`src/rtl/act_buffer_ring_ctrl.sv`:
```
// Ring-of-regions controller for the activation memory: hands regions to the
// producer and consumer in strict ring order and produces SRAM row addresses.
module act_buffer_ring_ctrl #(
  parameter  int NUM_BUFFERS  = 2,
  parameter  int BUFFER_WORDS = 4096,
  localparam int ADDR_WIDTH   = $clog2(NUM_BUFFERS*BUFFER_WORDS),
  localparam int LEN_WIDTH    = $clog2(BUFFER_WORDS)+1,
  localparam int BUF_W        = $clog2(NUM_BUFFERS)
) (
  input  logic                  clk,
  input  logic                  reset,
  input  logic                  wr_req,
  output logic                  wr_active,
  output logic [BUF_W-1:0]      wr_buf,
  input  logic                  wr_valid,
  input  logic                  wr_last,
  output logic [ADDR_WIDTH-1:0] wr_addr,
  input  logic                  rd_req,
  output logic                  rd_active,
  output logic [BUF_W-1:0]      rd_buf,
  output logic [ADDR_WIDTH-1:0] rd_base,
  output logic [LEN_WIDTH-1:0]  rd_len,
  input  logic                  rd_release,
  output logic                  full,
  output logic                  empty,
  output logic                  overflow_err,
  output logic                  protocol_err
);

  localparam int PTR_W = LEN_WIDTH-1;

  if (NUM_BUFFERS < 2 || NUM_BUFFERS > 4) begin : g_bad_num_buffers
    $error("NUM_BUFFERS must be in 2..4");
  end
  if (BUFFER_WORDS < 2 || (BUFFER_WORDS & (BUFFER_WORDS-1)) != 0) begin : g_bad_buffer_words
    $error("BUFFER_WORDS must be a power of 2");
  end

  typedef enum logic [1:0] {
    ST_FREE,
    ST_FILLING,
    ST_READY,
    ST_DRAINING
  } region_state_t;

  region_state_t          state_q [NUM_BUFFERS];
  region_state_t          state_d [NUM_BUFFERS];
  logic [LEN_WIDTH-1:0]   len_q   [NUM_BUFFERS];
  logic [BUF_W-1:0]       wr_head_q;
  logic [BUF_W-1:0]       rd_head_q;
  logic [PTR_W-1:0]       wr_ptr_q;

  logic                   wr_grant;
  logic                   wr_beat;
  logic                   wr_ovf;
  logic                   wr_close;
  logic                   rd_grant;
  logic                   rd_free;
  logic                   proto_hit;
  logic                   any_free;
  logic                   all_free;
  logic [LEN_WIDTH-1:0]   close_len;

  function automatic logic [BUF_W-1:0] ring_next(input logic [BUF_W-1:0] idx);
    ring_next = (idx == BUF_W'(NUM_BUFFERS-1)) ? '0 : idx + 1'b1;
  endfunction

  assign wr_grant  = wr_req & ~wr_active & (state_q[wr_head_q] == ST_FREE);
  assign wr_beat   = wr_valid & wr_active;
  // The last row of a region closes it whether or not the producer flagged it.
  assign wr_ovf    = wr_beat & ~wr_last & (wr_ptr_q == {PTR_W{1'b1}});
  assign wr_close  = wr_beat & (wr_last | (wr_ptr_q == {PTR_W{1'b1}}));
  assign close_len = LEN_WIDTH'(wr_ptr_q) + LEN_WIDTH'(1);
  assign rd_grant  = rd_req & ~rd_active & (state_q[rd_head_q] == ST_READY);
  assign rd_free   = rd_release & rd_active;
  assign proto_hit = (wr_valid & ~wr_active) | (rd_release & ~rd_active);

  assign wr_addr = ADDR_WIDTH'({wr_buf, wr_ptr_q});
  assign rd_base = ADDR_WIDTH'({rd_buf, {PTR_W{1'b0}}});

  // Each transition is guarded by a distinct source state, so at most one
  // fires per region per cycle.
  always_comb begin
    state_d  = state_q;
    any_free = 1'b0;
    all_free = 1'b1;
    for (int i = 0; i < NUM_BUFFERS; i++) begin
      if (wr_grant && wr_head_q == BUF_W'(i)) state_d[i] = ST_FILLING;
      if (wr_close && wr_buf    == BUF_W'(i)) state_d[i] = ST_READY;
      if (rd_grant && rd_head_q == BUF_W'(i)) state_d[i] = ST_DRAINING;
      if (rd_free  && rd_buf    == BUF_W'(i)) state_d[i] = ST_FREE;
      if (state_d[i] == ST_FREE) any_free = 1'b1;
      else                       all_free = 1'b0;
    end
  end

  always_ff @(posedge clk) begin
    if (reset) begin
      for (int i = 0; i < NUM_BUFFERS; i++) state_q[i] <= ST_FREE;
      wr_head_q    <= '0;
      rd_head_q    <= '0;
      wr_ptr_q     <= '0;
      wr_active    <= 1'b0;
      wr_buf       <= '0;
      rd_active    <= 1'b0;
      rd_buf       <= '0;
      rd_len       <= '0;
      full         <= 1'b0;
      empty        <= 1'b1;
      overflow_err <= 1'b0;
      protocol_err <= 1'b0;
    end else begin
      state_q <= state_d;
      full    <= ~any_free;
      empty   <= all_free;

      if (wr_grant) begin
        wr_active <= 1'b1;
        wr_buf    <= wr_head_q;
        wr_ptr_q  <= '0;
        wr_head_q <= ring_next(wr_head_q);
      end else if (wr_close) begin
        wr_active <= 1'b0;
        wr_ptr_q  <= '0;
      end else if (wr_beat) begin
        wr_ptr_q  <= wr_ptr_q + 1'b1;
      end

      if (rd_grant) begin
        rd_active <= 1'b1;
        rd_buf    <= rd_head_q;
        rd_len    <= len_q[rd_head_q];
        rd_head_q <= ring_next(rd_head_q);
      end else if (rd_free) begin
        rd_active <= 1'b0;
      end

      if (wr_ovf)    overflow_err <= 1'b1;
      if (proto_hit) protocol_err <= 1'b1;
    end
  end

  // Fill lengths are only read back from READY regions, so they need no reset.
  always_ff @(posedge clk) begin
    if (wr_close) len_q[wr_buf] <= close_len;
  end

endmodule

```
`config.mk`:
```
export PLATFORM = sky130hd
export DESIGN_NAME = act_buffer_ring_ctrl
export DESIGN_NICKNAME = d
export VERILOG_FILES = /design/src/rtl/act_buffer_ring_ctrl.sv
export SDC_FILE = /design/constraint.sdc
export NUM_CORES = 1
export LEC_CHECK = 0
export BUFFER_PORTS_ARGS = -buffer_cell sky130_fd_sc_hd__buf_2
export CAP_MARGIN = 15
export CORE_MARGIN = 2
export CORE_UTILIZATION = 50
export DETAILED_ROUTE_END_ITERATION = 16
export PLACE_DENSITY = 0.73
export SLEW_MARGIN = 40
export SYNTH_ARGS = -nofsm -noshare
export SYNTH_HDL_FRONTEND = slang
export SYNTH_SLANG_ARGS = --single-unit
```
`constraint.sdc`:
```
create_clock -name clk -period 2.24 [get_ports clk]
set_input_delay 0.448 -clock clk [delete_from_list [all_inputs] [get_ports clk]]
set_output_delay 0.448 -clock clk [all_outputs]
set_load 0.005 [all_outputs]
```
# Word level (Yosys, flattened, before mapping)

Memories as Yosys holds them, arrays and structs flattened. A register that Yosys moved wholly into a read port is not among the register bits.
Index checks and enable logic that the tools add are counted.

Flip-flop bits (word level): 26
Bits in writable memories: 26
Input port bits: 7
Output and inout bits: 47
Logic and storage cells: 84
Memories kept: 1

Memories:

| name  | depth | width | read ports | clocked after memory_dff | write ports | RTL line | source |
|---|---|---|---|---|---|---|---|
| len_q | 2     | 13    | 1          | 1                        | 1           | 48       | `logic [LEN_WIDTH-1:0] len_q [NUM_BUFFERS];` |

Add/subtract/negate cells: 4
Order comparisons: 2
Eq/ne operators: 2
Mux-type cells: 25
Bitwise gates (word level): 23
Reduce and logical (&&, ||, !) cells: 14

Operators by type and width:

| operator                                       | count |
|---|---|
| two-way mux 2 bit                              | 14 |
| adder 12 x 1 -> 13 bit (second input constant) | 1 |
| adder 12 x 1 -> 12 bit (second input constant) | 1 |
| equality test 12 bit (second input constant)   | 1 |
| bitwise AND 1 bit                              | 11 |
| two-way mux 1 bit                              | 11 |
| logical AND 1 bit                              | 8 |
| NOT 1 bit                                      | 8 |
| logical NOT 2 bit                              | 3 |
| >= comparator 2 bit (second input constant)    | 2 |
| NOT 1 -> 2 bit                                 | 2 |
| nonzero test 2 bit                             | 2 |
| OR reduction 3 bit                             | 1 |
| adder 1 bit (second input constant)            | 2 |
| equality test 2 bit (second input constant)    | 1 |
| OR 1 bit                                       | 2 |

# Depth between registers and ports, before layout

Gate-level depths: netlist of run 1.

Word-level depth: 15
Depth in mapped cells: 7

# Worst setup path before layout of run 1

OpenSTA, ideal clock, no wires.

Path type: reg-to-reg
Start: register wr_ptr_q[1]
End: memory len_q[0][0] (netlist name) (enable)
Library setup time: 384 ps
Arrival: 1711 ps
Required time: 1856 ps
Path slack: 145 ps
Stages on the path, launching flop included: 5
Buffers on the path: 0
Clock period less this slack: 2095 ps
Cells stage by stage: dfxtp_1 -> ha_1 -> nand4_1 -> o31a_1 -> nor3_2

Longest elaborated chain between the ends: 5

Ends and longest elaborated chain:

| item                                    | RTL line | source |
|---|---|---|
| start, declared                         | 51       | `logic [PTR_W-1:0] wr_ptr_q;` |
| start signal, assigned                  | 126      | `wr_ptr_q <= wr_ptr_q + 1'b1;` |
| equality test 12 bit                    | 72       | `assign wr_close = wr_beat & (wr_last \| (wr_ptr_q == {PTR_W{1'b1}}));` |
| OR 1 bit                                | 72       |  |
| bitwise AND 1 bit                       | 72       |  |
| two-way mux 1 bit                       | 145      | `if (wr_close) len_q[wr_buf] <= close_len;` |
| two-way mux 1 bit (not written as such) | 145      |  |
| end, declared                           | 48       |  |

No other way between the ends.

# Worst setup path after layout of run 1

Start: register wr_ptr_q[1]
End: memory len_q[1][1] (netlist name) (enable)

The elaborated chain is that of the path after synthesis.

==> metrics.txt, run 1 <==
peak supply drop=0.0004639 V; FF-to-FF setup slack=0.35 ns; mean post-synth cell area=10.60 sq um; ANT cells=0; layout cell share with drive strength beyond 1=22.57%; worst path arrival time=1.92 ns; wirelength, routed=5287 microns; sequential share of the synthesized area=54.74%; Root Driver=clkbuf_8; Worst Path Required=2.27 ns; GP Congestion=0.8223; final core occ=60.08%; area of the multi-input gates=0.001132 sq mm; crit-path max FO=15; Top Ports=54; min Tclk post-route=1.891 ns; gr usage total=18.31%; drt wl/cell=13.52 microns; Int Power=2.076 mW; clock group share of total power=41.2%; grt total ovfl=0; Clk Latency, worst-skew pair=0.34 ns; most frequent cell after synthesis=dfxtp_1; Post-synth ARST share=0%; Worst Clk Skew=0.005695 ns; Comb pwr share=9.9%; top achievable clock speed=0.5287 GHz; hpwl dp=3693 microns; Post-synth top cells=39 x dfxtp_1, 38 x nor2_1, 26 x edfxtp_1; vias in the first global route=1805; ys flop type=dfxtp_1; drt via density=5.202; global-route wire length before repair=8687 microns; Netlist cell types=45; Max-slew headroom=64.87%; ANT nets after route=0; nature of the critical path endpoint=flip-flop; Final Hold Fails=0; synth warn=0; PD cells=821.0 mW/mm^2; Synth top area share=27.37%; # setup viols final=0; initial antenna violation count=0; RSZ-0062 raised after global routing=no; Post-synth EDFFs=26; fin crit share=84.44%; setup tns final=0 ns; Initial Utilization=51.81%; die area=0.006326 sq mm; largest net degree at the start of global routing=29; IO Port Bufs=41; initial DRC count=175; H-tree depth=3; Area contributors post-synth=dfxtp_1 27%, edfxtp_1 27%, nor2_1 5.0%; max-slew violations=0; # resized after CTS=0; nets@finish=322; Fin Hold WS=0.3829 ns; storage element area=0.001562 sq mm; CTS sink cnt=65; Tightest Hold Check Type=input pin to flip-flop; CP max-delay cell=dfxtp_1; Die W=79.54 microns; register share of total power=49.0%; outcome=complete, no violations; Final Power=2.716 mW; FP Rows=27; CP Cell Sequence=ha_1 -> nand4_1 -> o31a_1 -> nor3_2 -> buf_4; core area=0.005507 sq mm; final setup margin=0.3485 ns; CP Class=flip-flop to flip-flop; switching portion of total power=23.57%; Mapped Cells=269; P&R area growth vs syn=15.96%; iteration count of the initial detailed-routing pass=4; Max Root-Sink Buffers=2; number of synthesized register bits=65; fillers=489; number of setup buffers added after CTS=0; CP Launch Type=flip-flop; worst-margin pin slew=0.5234 ns; Static Leakage=1.293 nW; Max Cap Viol=0; clk slew on worst S/H paths=0.07 ns; Num CTS Buffers=9; cell taking the most area after synthesis=dfxtp_1; total net switching power=0.6403 mW; Worst path max stage delay=0.41 ns; remaining routing DRC violations=0; TritonCTS clock tree=built; Syn Std Cell Area=0.002853 sq mm; Vias=2034; CTS Hold Bufs=0; Setup WS pre-CTS=0.3644 ns; die height=79.54 microns
==> per-stage QoR <==
step | std cells | instance area, sq um
after detailed placement | 375 | 3079
after floorplan | 280 | 2894
after global placement | 375 | 3079
final | 391 | 3308
after global routing | 391 | 3308
after CTS | 391 | 3308
==> worst max-delay path: cells and delay by family (launching register included) <==
kind                       cells  cell delay (ns)
AOI/OAI and AO/OA              1             0.37
DFF                            1             0.41
adders and majority gates      1             0.27
and+or+nand+nor                2             0.28
buffers and inverters          1             0.25
==> state kept, by name, summed over array words and instances (netlist names) <==
| register | cells |
|---|---|
| wr_ptr_q | 12 |
| wr_head_q | 1 |
| rd_buf | 1 |
| rd_len | 13 |
| state_q | 4 |
| wr_buf | 1 |
| protocol_err | 1 |
| rd_head_q | 1 |
| rd_active | 1 |
| full | 1 |
| empty | 1 |
| overflow_err | 1 |
| wr_active | 1 |
| len_q | 26 |
==> worst paths after layout <==
path	from	to	cells after the start
hold reg to reg	protocol_err	protocol_err	1
setup / recovery	wr_ptr_q[1]	len_q[1][1]	5
setup reg to reg	wr_ptr_q[1]	len_q[1][1]	5
hold / removal	reset	wr_buf	2
==> power by group through the flow <==
| stage | logic, mW | clock network (mW) | registers, mW |
|---|---|---|---|
| final | 0.268 | 1.12 | 1.33 |
| after global routing | 0.300 | 1.20 | 1.34 |
| after CTS | 0.269 | 1.14 | 1.33 |
| after detailed placement | 0.266 | 0 | 1.35 |
| after global placement | 0.265 | 0 | 1.35 |
| after floorplan | 0.211 | 0 | 1.34 |
==> layout make-up <==
cell class | instances | share of cell area, %
flip-flops and latches | 65 | 47.20
multi-input cells | 180 | 34.23
repair buffers | 48 | 7.791
clock buffers | 11 | 4.576
well taps | 72 | 2.723
clock inverters | 5 | 2.345
inverters | 10 | 1.135
==> cells by family (layout without fill, tap and decap cells) <==
kind of cell | Yosys count | after routing | synth area share [%]
AOI/OAI and AO/OA | 48 | 48 | 11.84
xor gates and xnor gates | 20 | 20 | 6.140
adders and majority gates | 1 | 1 | 0.4385
buffers and inverters | 35 | 74 | 7.018
DFF | 65 | 65 | 54.74
muxes | 13 | 13 | 4.561
other | 1 | 12 | 0.1315
and+or+nand+nor | 86 | 86 | 15.13
==> cell usage in the layout, fill, tap and decap left out, types with 2 or more instances in the layout <==
cell,Yosys,layout
a211oi_1,14,14
a21oi_1,8,8
a221oi_1,2,2
a31oi_1,3,3
buf_2,7,41
buf_4,16,7
bufinv_16,0,2
clkbuf_8,0,11
clkinv_2,0,2
conb_1,1,12
dfxtp_1,39,39
edfxtp_1,26,26
inv_1,10,10
mux2i_1,13,13
nand2_1,14,14
nand3_1,6,6
nand3_2,2,2
nand4_1,3,3
nor2_1,38,38
nor2b_1,2,2
nor3_1,6,6
nor3_2,2,2
nor4_1,2,2
o21a_1,4,4
o21ai_0,7,7
o22ai_1,3,3
xnor2_1,12,12
xor2_1,8,8
==> routing by layer <==
metal	global-route usage, %	wire (microns)	up-vias	part of all wire [%]
li1	-	-	1028	-
met1	23.86	2439	941	46
met2	28.15	2471	54	47
met3	4.751	256	11	4.8
met4	9.310	120	0	2.3
met5	0	0	-	0
No activity file was read; power rests on OpenSTA's default activity.
==> run 2: changes to the inputs <==
--- a/config.mk
+++ b/config.mk
@@ -5,12 +5,13 @@
 export SDC_FILE = /design/constraint.sdc
 export NUM_CORES = 1
 export LEC_CHECK = 0
+export ABC_AREA = 1
 export BUFFER_PORTS_ARGS = -buffer_cell sky130_fd_sc_hd__buf_2
 export CAP_MARGIN = 15
 export CORE_MARGIN = 2
 export CORE_UTILIZATION = 50
 export DETAILED_ROUTE_END_ITERATION = 16
-export PLACE_DENSITY = 0.73
+export PLACE_DENSITY = 0.74
 export SLEW_MARGIN = 40
 export SYNTH_ARGS = -nofsm -noshare
 export SYNTH_HDL_FRONTEND = slang
==> constraint.sdc (replaced) <==
create_clock -name clk -period 1.8 [get_ports clk]
set_input_delay 0.36 -clock clk [delete_from_list [all_inputs] [get_ports clk]]
set_output_delay 0.36 -clock clk [all_outputs]
set_load 0.005 [all_outputs]
==> run 2 against run 1 <==
Sequential share of layout area is 1.8 points higher; critical path depth rose by 2; combinational power up 12%; global-route usage fell by 0.073 points; cell count grew 9.0%; sequential power increased by 23%; flip-flop and latch count did not move; area after synthesis decreased by 5.9%; register-to-register slack worse by 0.19 ns; clock power grew 8%; largest power group unchanged; highest routed layer unchanged.
==> metrics.txt, run 2 <==
max FFs per register=26 (unchanged); die area=0.005970 sq mm (was 0.006326 sq mm); ANT cells=0 (unchanged); setup tns final=0 ns (unchanged); IO Port Bufs=41 (unchanged); Comb pwr share=9.5% (was 9.9%); number of synthesized register bits=65 (unchanged); cell taking the most area after synthesis=dfxtp_1 (unchanged); reg2reg start=wr_ptr_q[4] (was wr_ptr_q[1]); Top Ports=54 (unchanged); global-route wire length before repair=8197 microns (was 8687 microns); ys flop type=dfxtp_1 (unchanged); most frequent cell after synthesis=nand2_1 (was dfxtp_1); peak supply drop=0.0004814 V (was 0.0004639 V); Cells after DPL=410 (was 375); CP Launch Type=flip-flop (unchanged); register share of total power=51.8% (was 49.0%); Worst Clk Skew=0.007707 ns (was 0.005695 ns); storage element area=0.001562 sq mm (unchanged); Post-synth EDFFs=26 (unchanged); Tightest Hold Check Type=input pin to flip-flop (unchanged); number of setup buffers added after CTS=0 (unchanged); outcome=complete, no violations (unchanged); area of the multi-input gates=893.4 sq um (was 0.001132 sq mm); Max Cap Viol=0 (unchanged); Int Power=2.410 mW (was 2.076 mW); Max Root-Sink Buffers=2 (unchanged); fin crit share=91.25% (was 84.44%); main combinational cell family by area after synthesis=simple AND/OR/NAND/NOR gates (unchanged); fillers=434 (was 489); RSZ-0062 raised after global routing=no (unchanged); wirelength, routed=5033 microns (was 5287 microns); Fin Hold WS=0.2287 ns (was 0.3829 ns); mux cell area share after synthesis=0% (was 4.561%); most frequent cells in the layout=88 x nand2_1, 41 x buf_2, 39 x dfxtp_1, 34 x inv_1, 26 x edfxtp_1 (was 41 x buf_2, 39 x dfxtp_1, 38 x nor2_1, 26 x edfxtp_1); Num CTS Buffers=9 (unchanged); GP Congestion=0.8452 (was 0.8223); FP Rows=26 (was 27); grt total ovfl=0 (unchanged); max-slew violations=0 (unchanged); Netlist cell types=26 (was 45); hpwl dp=3623 microns (was 3693 microns); r2r endpoint=len_q[1][5] (was len_q[1][1]); worst path arrival time=1.69 ns (was 1.92 ns); # setup viols final=0 (unchanged); remaining routing DRC violations=0 (unchanged); adder-cell share of the synthesized area=0.4662% (was 0.4386%); largest net degree at the start of global routing=19 (was 29); CTS Hold Bufs=0 (unchanged); P&R area growth vs syn=18.79% (was 15.96%); nets@finish=359 (was 322); initial antenna violation count=0 (unchanged); Post-synth ARST share=0% (unchanged); Worst Path Required=1.85 ns (was 2.27 ns); sequential share of the synthesized area=58.18% (was 54.74%); simple logic cell fraction of the synthesized area=20.00% (was 15.13%); Worst path max stage delay=0.39 ns (was 0.41 ns); core area=0.005140 sq mm (was 0.005507 sq mm); Final Hold Fails=0 (unchanged); mean post-synth cell area=9.036 sq um (was 10.60 sq um); PD cells=984.0 mW/mm^2 (was 821.0 mW/mm^2); synth warn=0 (unchanged); clock group share of total power=38.7% (was 41.2%); Area contributors post-synth=dfxtp_1 29%, edfxtp_1 29%, nand2_1 12% (was dfxtp_1 27%, edfxtp_1 27%, nor2_1 5.0%); Initial Utilization=52.22% (was 51.81%); initial DRC count=105 (was 175); crit-path max FO=10 (was 15); layout cell share with drive strength beyond 1=20.51% (was 22.57%); FF-to-FF setup slack=0.16 ns (was 0.35 ns); drt via density=4.692 (was 5.202); hold path depth=2 (unchanged); Mapped Cells=297 (was 269); CP Class=flip-flop to flip-flop (unchanged); Clk Latency, worst-skew pair=0.33 ns (was 0.34 ns); XOR/XNOR Fraction of Synth Area=2.937% (was 6.140%); Synth top area share=29.09% (was 27.37%); # resized after CTS=0 (unchanged); CTS sink cnt=65 (unchanged); total net switching power=0.7271 mW (was 0.6403 mW); drt wl/cell=11.81 microns (was 13.52 microns); iteration count of the initial detailed-routing pass=4 (unchanged); Worst Hold End=rd_active (was wr_buf); R2R depth=7 (was 5); hold_sp=reset (unchanged); Post-synth top cells=88 x nand2_1, 39 x dfxtp_1, 34 x inv_1 (was 39 x dfxtp_1, 38 x nor2_1, 26 x edfxtp_1); commonest non-fill, non-tap cell in the layout=nand2_1 (was buf_2); nature of the critical path endpoint=flip-flop (unchanged); leading registers by flop count=len_q: 26 flops, rd_len: 13 flops, wr_ptr_q: 12 flops (unchanged); H-tree depth=3 (unchanged); switching portion of total power=23.18% (was 23.57%); vias in the first global route=1731 (was 1805); CP Cell Sequence=nand2_1 -> nor2_1 -> nand3_1 -> nand2_1 -> nand3_1 -> inv_1 -> buf_12 (was ha_1 -> nand4_1 -> o31a_1 -> nor3_2 -> buf_4); Synth Area in Compound Gates=8.019% (was 11.84%); ANT nets after route=0 (unchanged); min Tclk post-route=1.642 ns (was 1.891 ns); fin cells=426 (was 391); gr usage total=18.24% (was 18.31%); Critical Path Start=wr_ptr_q[4] (was wr_ptr_q[1]); TritonCTS clock tree=built (unchanged); Syn Std Cell Area=0.002684 sq mm (was 0.002853 sq mm); CP max-delay cell=dfxtp_1 (unchanged); Die W=77.27 microns (was 79.54 microns); die height=77.27 microns (was 79.54 microns); Root Driver=clkbuf_8 (unchanged); Largest Register=len_q (unchanged); top achievable clock speed=0.6088 GHz (was 0.5287 GHz); clk slew on worst S/H paths=0.07 ns (about the same); Vias=1999 (was 2034); Static Leakage=1.422 nW (was 1.293 nW)
==> run 2: cell count changes in the layout (fill, tap and decap cells not counted), sizes merged, moves of 4 or more <==
cell	change
nand3	+5
nor3	-7
a211oi	-13
o21a	-4
mux2i	-13
buf	+5
inv	+24
a31oi	+12
nand2	+75
nor2	-14
xnor2	-9
a21oi	+4
==> run 2: area by class of cell <==
cell class / instances / share of cell area, %
Clock buffer: 13 / 4.984
Clock inverter: 3 / 1.217
Inverter: 34 / 4.003
Multi-Input combinational cell: 188 / 28.02
Sequential cell: 65 / 48.98
Tap cell: 70 / 2.747
Timing Repair Buffer: 53 / 10.05
==> run 2: power groups by stage <==
stage          combinational [mW]  sequential, mW  clock (mW)
2_1_floorplan               0.203            1.66           0
3_3_place_gp                0.295            1.66           0
3_5_place_dp                0.296            1.66           0
4_1_cts                     0.298            1.63        1.24
5_1_grt                     0.337            1.63        1.31
6_report                    0.299            1.63        1.21
==> run 2: worst max path at each step <==
stage | end | cells past startpoint
global placement | len_q[1][9] | 8
floorplan | len_q[1][0] | 7
finish | len_q[1][5] | 7
CTS | len_q[1][12] | 8
detailed placement | len_q[1][7] | 8
global route | len_q[1][3] | 7
==> run 2: cell families after synthesis <==
logic type | after synthesis
simple gates | 129
buf+inv | 55
compound gates | 37
other cells | 1
fa+ha+maj | 1
flops | 65
xor+xnor | 9
==> run 2: critical path, delay by kind of cell (launching register included) <==
family	cells	cell delay, ns
and+or+nand+nor	5	0.67
buffers and inverters	2	0.30
DFF	1	0.39
==> run 2: per-layer routing <==
layer | up-vias | global-route usage, % | share of wire [%]
met5 | - | 0 | 0
met4 | 0 | 11.43 | 2.1
met3 | 11 | 4.588 | 6.4
met2 | 62 | 27.30 | 45
met1 | 886 | 23.57 | 46
li1 | 1040 | - | -
==> run 2: metrics by stage <==
step | utilization, % | total power, mW | worst slack, ns | instance area, sq um
after detailed placement | 58.08 | 1.953 | 0.1616 | 2985
after global placement | 58.08 | 1.951 | 0.2041 | 2985
after CTS | 61.93 | 3.161 | 0.1517 | 3183
after floorplan | - | 1.860 | 0.05651 | 2725
after global routing | 62.03 | 3.279 | 0.01361 | 3188
final | 62.03 | 3.137 | 0.1575 | 3188
